`src/rtl/drygascon_pkg.sv`:
```
// Shared DryGASCON definitions: G-stage FSM states, default state size and the
// 128-bit accumulator fold used after every core round.
package drygascon_pkg;

  localparam int CWORDS64_DEFAULT = 5;

  typedef enum logic [2:0] {IDLE, KICK, WAIT, ACCUM, DONE} g_state_t;

  // Folds the low 256 bits of the state into r: r32[j] ^= c32[j] ^ c32[j+4].
  function automatic logic [127:0] accum128(input logic [127:0] r, input logic [255:0] c);
    logic [127:0] acc;
    acc = r;
    for (int j = 0; j < 4; j++)
      acc[32*j +: 32] = r[32*j +: 32] ^ c[32*j +: 32] ^ c[32*(j+4) +: 32];
    return acc;
  endfunction

endpackage

```
`src/rtl/drygascon_g_accum_if.sv`:
```
// Handshake and data bus between a G-stage requester and drygascon_g_accum.
interface drygascon_g_accum_if #(parameter int CWIDTH = 320);

  logic              start;
  logic [CWIDTH-1:0] c_in;
  logic              busy;
  logic              done;
  logic [CWIDTH-1:0] c_out;
  logic [127:0]      r_out;

  modport master (output start, c_in, input busy, done, c_out, r_out);
  modport slave  (input start, c_in, output busy, done, c_out, r_out);

endinterface

```
`src/rtl/drygascon_g_accum_core.sv`:
```
// Gascon core on a 5x64-bit state, words stored bit-interleaved (even bits low
// half, odd bits high half). Runs ROUND_COUNT rounds after reset release, then holds done.
module Gascon_Core_Round #(
  parameter int ROUND_COUNT = 1,
  parameter int ROUND_W     = 4
) (
  input  logic               clk,
  input  logic               reset,
  input  logic [ROUND_W-1:0] round,
  input  logic [319:0]       cin,
  output logic [319:0]       cout,
  output logic               done
);

  logic [319:0]       s;
  logic [ROUND_W-1:0] cnt;

  function automatic logic [31:0] rotr32(input logic [31:0] v, input int k);
    logic [63:0] d;
    d = {v, v} >> k;
    return d[31:0];
  endfunction

  // A 64-bit rotation expressed on the two interleaved 32-bit halves.
  function automatic logic [63:0] rot_il(input logic [63:0] w, input int s_amt);
    if (s_amt % 2 == 0)
      return {rotr32(w[63:32], s_amt/2), rotr32(w[31:0], s_amt/2)};
    return {rotr32(w[31:0], s_amt/2 + 1), rotr32(w[63:32], s_amt/2)};
  endfunction

  function automatic logic [319:0] gascon_round(input logic [319:0] c, input logic [3:0] rc);
    logic [63:0] x [5];
    logic [63:0] t [5];
    for (int i = 0; i < 5; i++) x[i] = c[64*i +: 64];
    x[2] = x[2] ^ {56'd0, 4'hf - rc, rc};
    x[0] = x[0] ^ x[4];
    x[4] = x[4] ^ x[3];
    x[2] = x[2] ^ x[1];
    for (int i = 0; i < 5; i++) t[i] = ~x[i] & x[(i+1) % 5];
    for (int i = 0; i < 5; i++) x[i] = x[i] ^ t[(i+1) % 5];
    x[1] = x[1] ^ x[0];
    x[0] = x[0] ^ x[4];
    x[3] = x[3] ^ x[2];
    x[2] = ~x[2];
    x[0] = x[0] ^ rot_il(x[0], 19) ^ rot_il(x[0], 28);
    x[1] = x[1] ^ rot_il(x[1], 61) ^ rot_il(x[1], 38);
    x[2] = x[2] ^ rot_il(x[2], 1)  ^ rot_il(x[2], 6);
    x[3] = x[3] ^ rot_il(x[3], 10) ^ rot_il(x[3], 17);
    x[4] = x[4] ^ rot_il(x[4], 7)  ^ rot_il(x[4], 40);
    return {x[4], x[3], x[2], x[1], x[0]};
  endfunction

  always_ff @(posedge clk or posedge reset) begin
    if (reset) begin
      s    <= '0;
      cnt  <= '0;
      done <= 1'b0;
    end else if (!done) begin
      s    <= gascon_round((cnt == '0) ? cin : s, 4'(round + cnt));
      cnt  <= cnt + 1'b1;
      done <= (cnt == ROUND_W'(ROUND_COUNT - 1));
    end
  end

  assign cout = s;

endmodule

```
`src/rtl/drygascon_g_accum.sv`:
```
// DryGASCON G stage: ROUNDS Gascon core rounds on the mixed state, folding
// 128 bits of the state into r after every round.
module drygascon_g_accum
  import drygascon_pkg::*;
#(
  parameter int CWORDS64 = CWORDS64_DEFAULT,
  parameter int ROUNDS   = 7,
  parameter int ROUND_W  = 4
) (
  input logic clk,
  input logic reset,
  drygascon_g_accum_if.slave bus
);

  localparam int CWIDTH = 64 * CWORDS64;

  g_state_t           state, next_state;
  logic [ROUND_W-1:0] round;
  logic [CWIDTH-1:0]  c_reg;
  logic [127:0]       r_reg;
  logic               core_rst;
  logic               core_done;
  logic [CWIDTH-1:0]  core_cout;
  logic               busy, done;

  always_ff @(posedge clk or posedge reset) begin
    if (reset) state <= IDLE;
    else       state <= next_state;
  end

  always_comb begin
    next_state = state;
    case (state)
      IDLE:    if (bus.start) next_state = KICK;
      KICK:    next_state = WAIT;
      WAIT:    if (core_done) next_state = ACCUM;
      ACCUM:   next_state = (round == ROUND_W'(ROUNDS - 1)) ? DONE : KICK;
      DONE:    next_state = IDLE;
      default: next_state = IDLE;
    endcase
  end

  always_comb begin
    busy = (state != IDLE);
    done = (state == DONE);
  end

  // The core reset is registered so it only ever releases during WAIT.
  always_ff @(posedge clk or posedge reset) begin
    if (reset) begin
      round    <= '0;
      c_reg    <= '0;
      r_reg    <= '0;
      core_rst <= 1'b1;
    end else begin
      core_rst <= (next_state != WAIT);
      case (state)
        IDLE:
          if (bus.start) begin
            c_reg <= bus.c_in;
            r_reg <= '0;
            round <= '0;
          end
        WAIT:
          if (core_done) c_reg <= core_cout;
        ACCUM: begin
          r_reg <= accum128(r_reg, c_reg[255:0]);
          if (round != ROUND_W'(ROUNDS - 1)) round <= round + 1'b1;
        end
        default: ;
      endcase
    end
  end

  Gascon_Core_Round #(
    .ROUND_COUNT(1),
    .ROUND_W    (ROUND_W)
  ) u_core (
    .clk  (clk),
    .reset(reset | core_rst),
    .round(round),
    .cin  (c_reg),
    .cout (core_cout),
    .done (core_done)
  );

  assign bus.busy  = busy;
  assign bus.done  = done;
  assign bus.c_out = c_reg;
  assign bus.r_out = r_reg;

endmodule

```
`src/flat_wrapper.sv`:
```
// flat-port wrapper written by rule: the top's interface ports become plain ports
module drygascon_g_accum_flat import drygascon_pkg::*;
#(
  parameter int CWORDS64 = CWORDS64_DEFAULT,
  parameter int ROUNDS   = 7,
  parameter int ROUND_W  = 4
)
  (clk, reset, bus_start, bus_c_in, bus_busy, bus_done, bus_c_out, bus_r_out);
  drygascon_g_accum_if #(.CWIDTH(320)) bus_i ();
  input logic clk;
  input logic reset;
  input wire logic [$bits(bus_i.start)-1:0] bus_start;
  input wire logic [$bits(bus_i.c_in)-1:0] bus_c_in;
  output wire logic [$bits(bus_i.busy)-1:0] bus_busy;
  output wire logic [$bits(bus_i.done)-1:0] bus_done;
  output wire logic [$bits(bus_i.c_out)-1:0] bus_c_out;
  output wire logic [$bits(bus_i.r_out)-1:0] bus_r_out;
  assign bus_i.start = bus_start;
  assign bus_i.c_in = bus_c_in;
  assign bus_busy = bus_i.busy;
  assign bus_done = bus_i.done;
  assign bus_c_out = bus_i.c_out;
  assign bus_r_out = bus_i.r_out;
  drygascon_g_accum #(.CWORDS64(CWORDS64), .ROUNDS(ROUNDS), .ROUND_W(ROUND_W)) u_core (.clk(clk), .reset(reset), .bus(bus_i));
endmodule
```
`config.mk`:
```
export PLATFORM = sky130hd
export DESIGN_NAME = drygascon_g_accum_flat
export DESIGN_NICKNAME = d
export VERILOG_FILES = /design/src/rtl/drygascon_pkg.sv /design/src/rtl/drygascon_g_accum_if.sv /design/src/rtl/drygascon_g_accum_core.sv /design/src/rtl/drygascon_g_accum.sv /design/src/flat_wrapper.sv
export SDC_FILE = /design/constraint.sdc
export NUM_CORES = 2
export LEC_CHECK = 0
export CORE_MARGIN = 5
export CORE_UTILIZATION = 50
export DETAILED_ROUTE_END_ITERATION = 10
export PLACE_DENSITY_LB_ADDON = 0.08
export SKIP_LAST_GASP = 1
export SYNTH_ARGS = -nofsm -noshare
export SYNTH_HDL_FRONTEND = slang
export SYNTH_SLANG_ARGS = --single-unit
export TNS_END_PERCENT = 1
```
`constraint.sdc`:
```
create_clock -name clk -period 23.8 [get_ports clk]
set_clock_uncertainty 0.2 [all_clocks]
set_input_delay 4.76 -clock clk [delete_from_list [all_inputs] [get_ports clk]]
set_output_delay 4.76 -clock clk [all_outputs]
set_load 0.1 [all_outputs]
```
==> results.ini <==
[die]
rows = 121
coreArea_um2 = 109000
io_pins = 773
fp.dieH_um = 342
dieArea_um2 = 117000
start_util = 0.505
fp.dieW_um = 342

[placement]
numPortBuffers = 772
gp_congestion = 1.18
dp_hpwl_mm = 191
dp_slack_ns = 14.93

[detailed_routing]
drc_errors = 0
drt_wl_total_mm = 238
vias = 47500
routed_via_density = 5.86
ant_nets = 0
firstDrtPassIters = 6
wl_per_cell_um = 29.3
drt-initial-drc-count = 4937

[setup_path]
endpoint = u_core.bus.c_out[39]$_DFFE_PP0P_
critical_path.endpoint_type = register
cp.required_ns = 24.11
ff2ff_path_depth = 13
cp_max_fo = 118
worstPathArrival_ns = 8.54
r2r-start = u_core.u_core.cnt[1]$_DFFE_PP0N_
r2r_setup_slack_ns = 16.77
critPathLaunch = bus_start
r2r-end = u_core.u_core.cout[233]$_DFFE_PP0N_
worstSetupPathType = in -> reg
start_kind = input port

[clocking]
post_cts_hold_buffer_count = 0
clock-sinks = 781
ctsRootBufferMaster = clkbuf_16
clk_pin_slew_ns = 0.06
clk_latency_ns = 0.70
cts-buffers-inserted = 93
cts_resized = 0
htreeDepth = 3
post_cts_buffers = 0
cts_buffer_depth = 3
cts_tree = done

[synthesis]
yosysSeqAreaShare = 0.354
synth-async-reset-ratio = 1.00
yosysMostFrequentCell = nand2_1
synthFlopType = dfrtp_1
synth_area_leaders = dfrtp_1 35%, xnor2_1 13%, mux2i_1 9.5%
yosysTopAreaCellShare = 0.354
syn_inst = 5856
syn_area_um2 = 55200
synth.distinct_cells = 47
ys_warn_count = 0
synth.largest_area_cell = dfrtp_1
avgSynthCellArea_um2 = 9.42
synth-edff-count = 0
synth_nets = 6315
ys_ff_latch = 781
ys_top_cells_by_count = 983 x nand2_1, 853 x o21ai_0, 831 x xnor2_1

[outcome]
outcome = finished, final reports clean

[sta]
timing.fmax_mhz = 121
setup_viol = 0
fin_crit_sh = 0.346
slew_viol_final = 0
rsz0062_at_grt = false
fin_tns_setup_ns = 0
timing.final.ws_setup_ns = 15.56
timing_hold_violations_final = 0
tightest_slew_ns = 1.42
min_period_ns = 8.24
relSlewSlack = 0.0492

[global_routing]
grt_pass1_vias = 45100
grt_usage = 0.394
overflow = 0
grt_max_degree = 144
grt_pass1_wl_mm = 334
antenna_found_initial = 14

[final_layout]
fin_nets = 7012
layout-drive-gt1-share = 0.0874
area_growth_syn_to_layout_pct = 23.1

[run]
drv_cap = 0

[worst_hold_path]
hold_path_class = reg -> async

[cells by family (layout without fill, tap and decap cells)]
family                     Yosys count  in the layout  synth area share
and+or+nand+nor                   1341           1341            0.0950
xor gates and xnor gates          1326           1326             0.234
AOI/OAI and AO/OA                 1100           1100             0.107
DFF                                781            781             0.354
muxes                              695            695             0.134
buffers and inverters              398           1167            0.0308
adders and majority gates          215            215            0.0453
other                                0              6                 0
[routing by layer]
metal,track usage,vias to the layer above,part of all wire
li1,-,21100,-
met1,0.514,23500,0.40
met2,0.610,2359,0.44
met3,0.106,561,0.099
met4,0.185,12,0.060
met5,0,-,0.00035
[how the worst min path moves through the flow]
| stage | to | slack (ns) | cells past startpoint |
|---|---|---|---|
| finish | u_core.u_core.cnt[2]$_DFFE_PP0N_ | 0.21 | 2 |
| global route | u_core.bus.r_out[50]$_DFFE_PP0P_ | 0.30 | 1 |
| detailed placement | u_core.bus.r_out[16]$_DFFE_PP0P_ | 0.27 | 1 |
| global placement | u_core.bus.r_out[90]$_DFFE_PP0P_ | 0.27 | 1 |
| floorplan | u_core.u_core.cout[89]$_DFFE_PP0N_ | 0.27 | 2 |
| CTS | u_core.bus.r_out[74]$_DFFE_PP0P_ | 0.28 | 1 |
[cell type report]
class                   instances  area (um^2)
clock inverters                33          437
multi-input cells            4677        34100
fillers                      9314        41300
flip-flops and latches        781        19500
inverters                      85          327
repair buffers                915         8850
clock buffers                 134         2760
diodes                          6         15.0
well taps                    1476         1850
[worst max-delay path, cell delays in order]
cell and delay (ns):
clkdlybuf4s50_1 0.44, mux2i_1 0.14, or3_4 0.39, buf_4 0.64
buf_4 0.88, buf_4 0.87, o21ai_0 0.23
[registers in the layout, indices dropped and copies added (netlist names)]
name / count
u_core.bus.r_out: 128
u_core.bus.c_out: 320
u_core.core_rst: 1
u_core.state: 3
u_core.u_core.done: 1
u_core.u_core.cnt: 4
u_core.u_core.cout: 320
u_core.round: 4
[placed cells by master, fill, tap and decap left out, types with 46 or more instances in the layout]
cell type        synthesis  final
dfrtp_1                780    779
xnor3_1                 46     46
o21ai_1                 63     63
inv_1                   85     84
o211ai_1                48     48
clkbuf_16                0     95
ha_1                   135    135
maj3_1                  79     79
buf_4                   10    139
clkdlybuf4s50_1          0    772
nand2_1                983    983
mux2i_1                521    521
xnor2_2                 57     76
nor2_1                 280    277
xor2_1                 374    374
a21oi_1                 73     73
xnor2_1                831    812
mux2_2                 145    145
o21ai_0                853    853
[stage by stage]
step	area (um^2)	hold slack, ns	std cells	util
floorplan	55200	0.270	5856	-
global placement	64700	0.266	7934	0.593
detailed placement	64700	0.273	7934	0.593
CTS	67900	0.282	8101	0.622
global route	67900	0.301	8102	0.622
finish	67900	0.210	8107	0.622
Power is left out: the tool's default activity adds up to more than one toggle a clock period on the data nets, which glitch-free logic cannot reach.
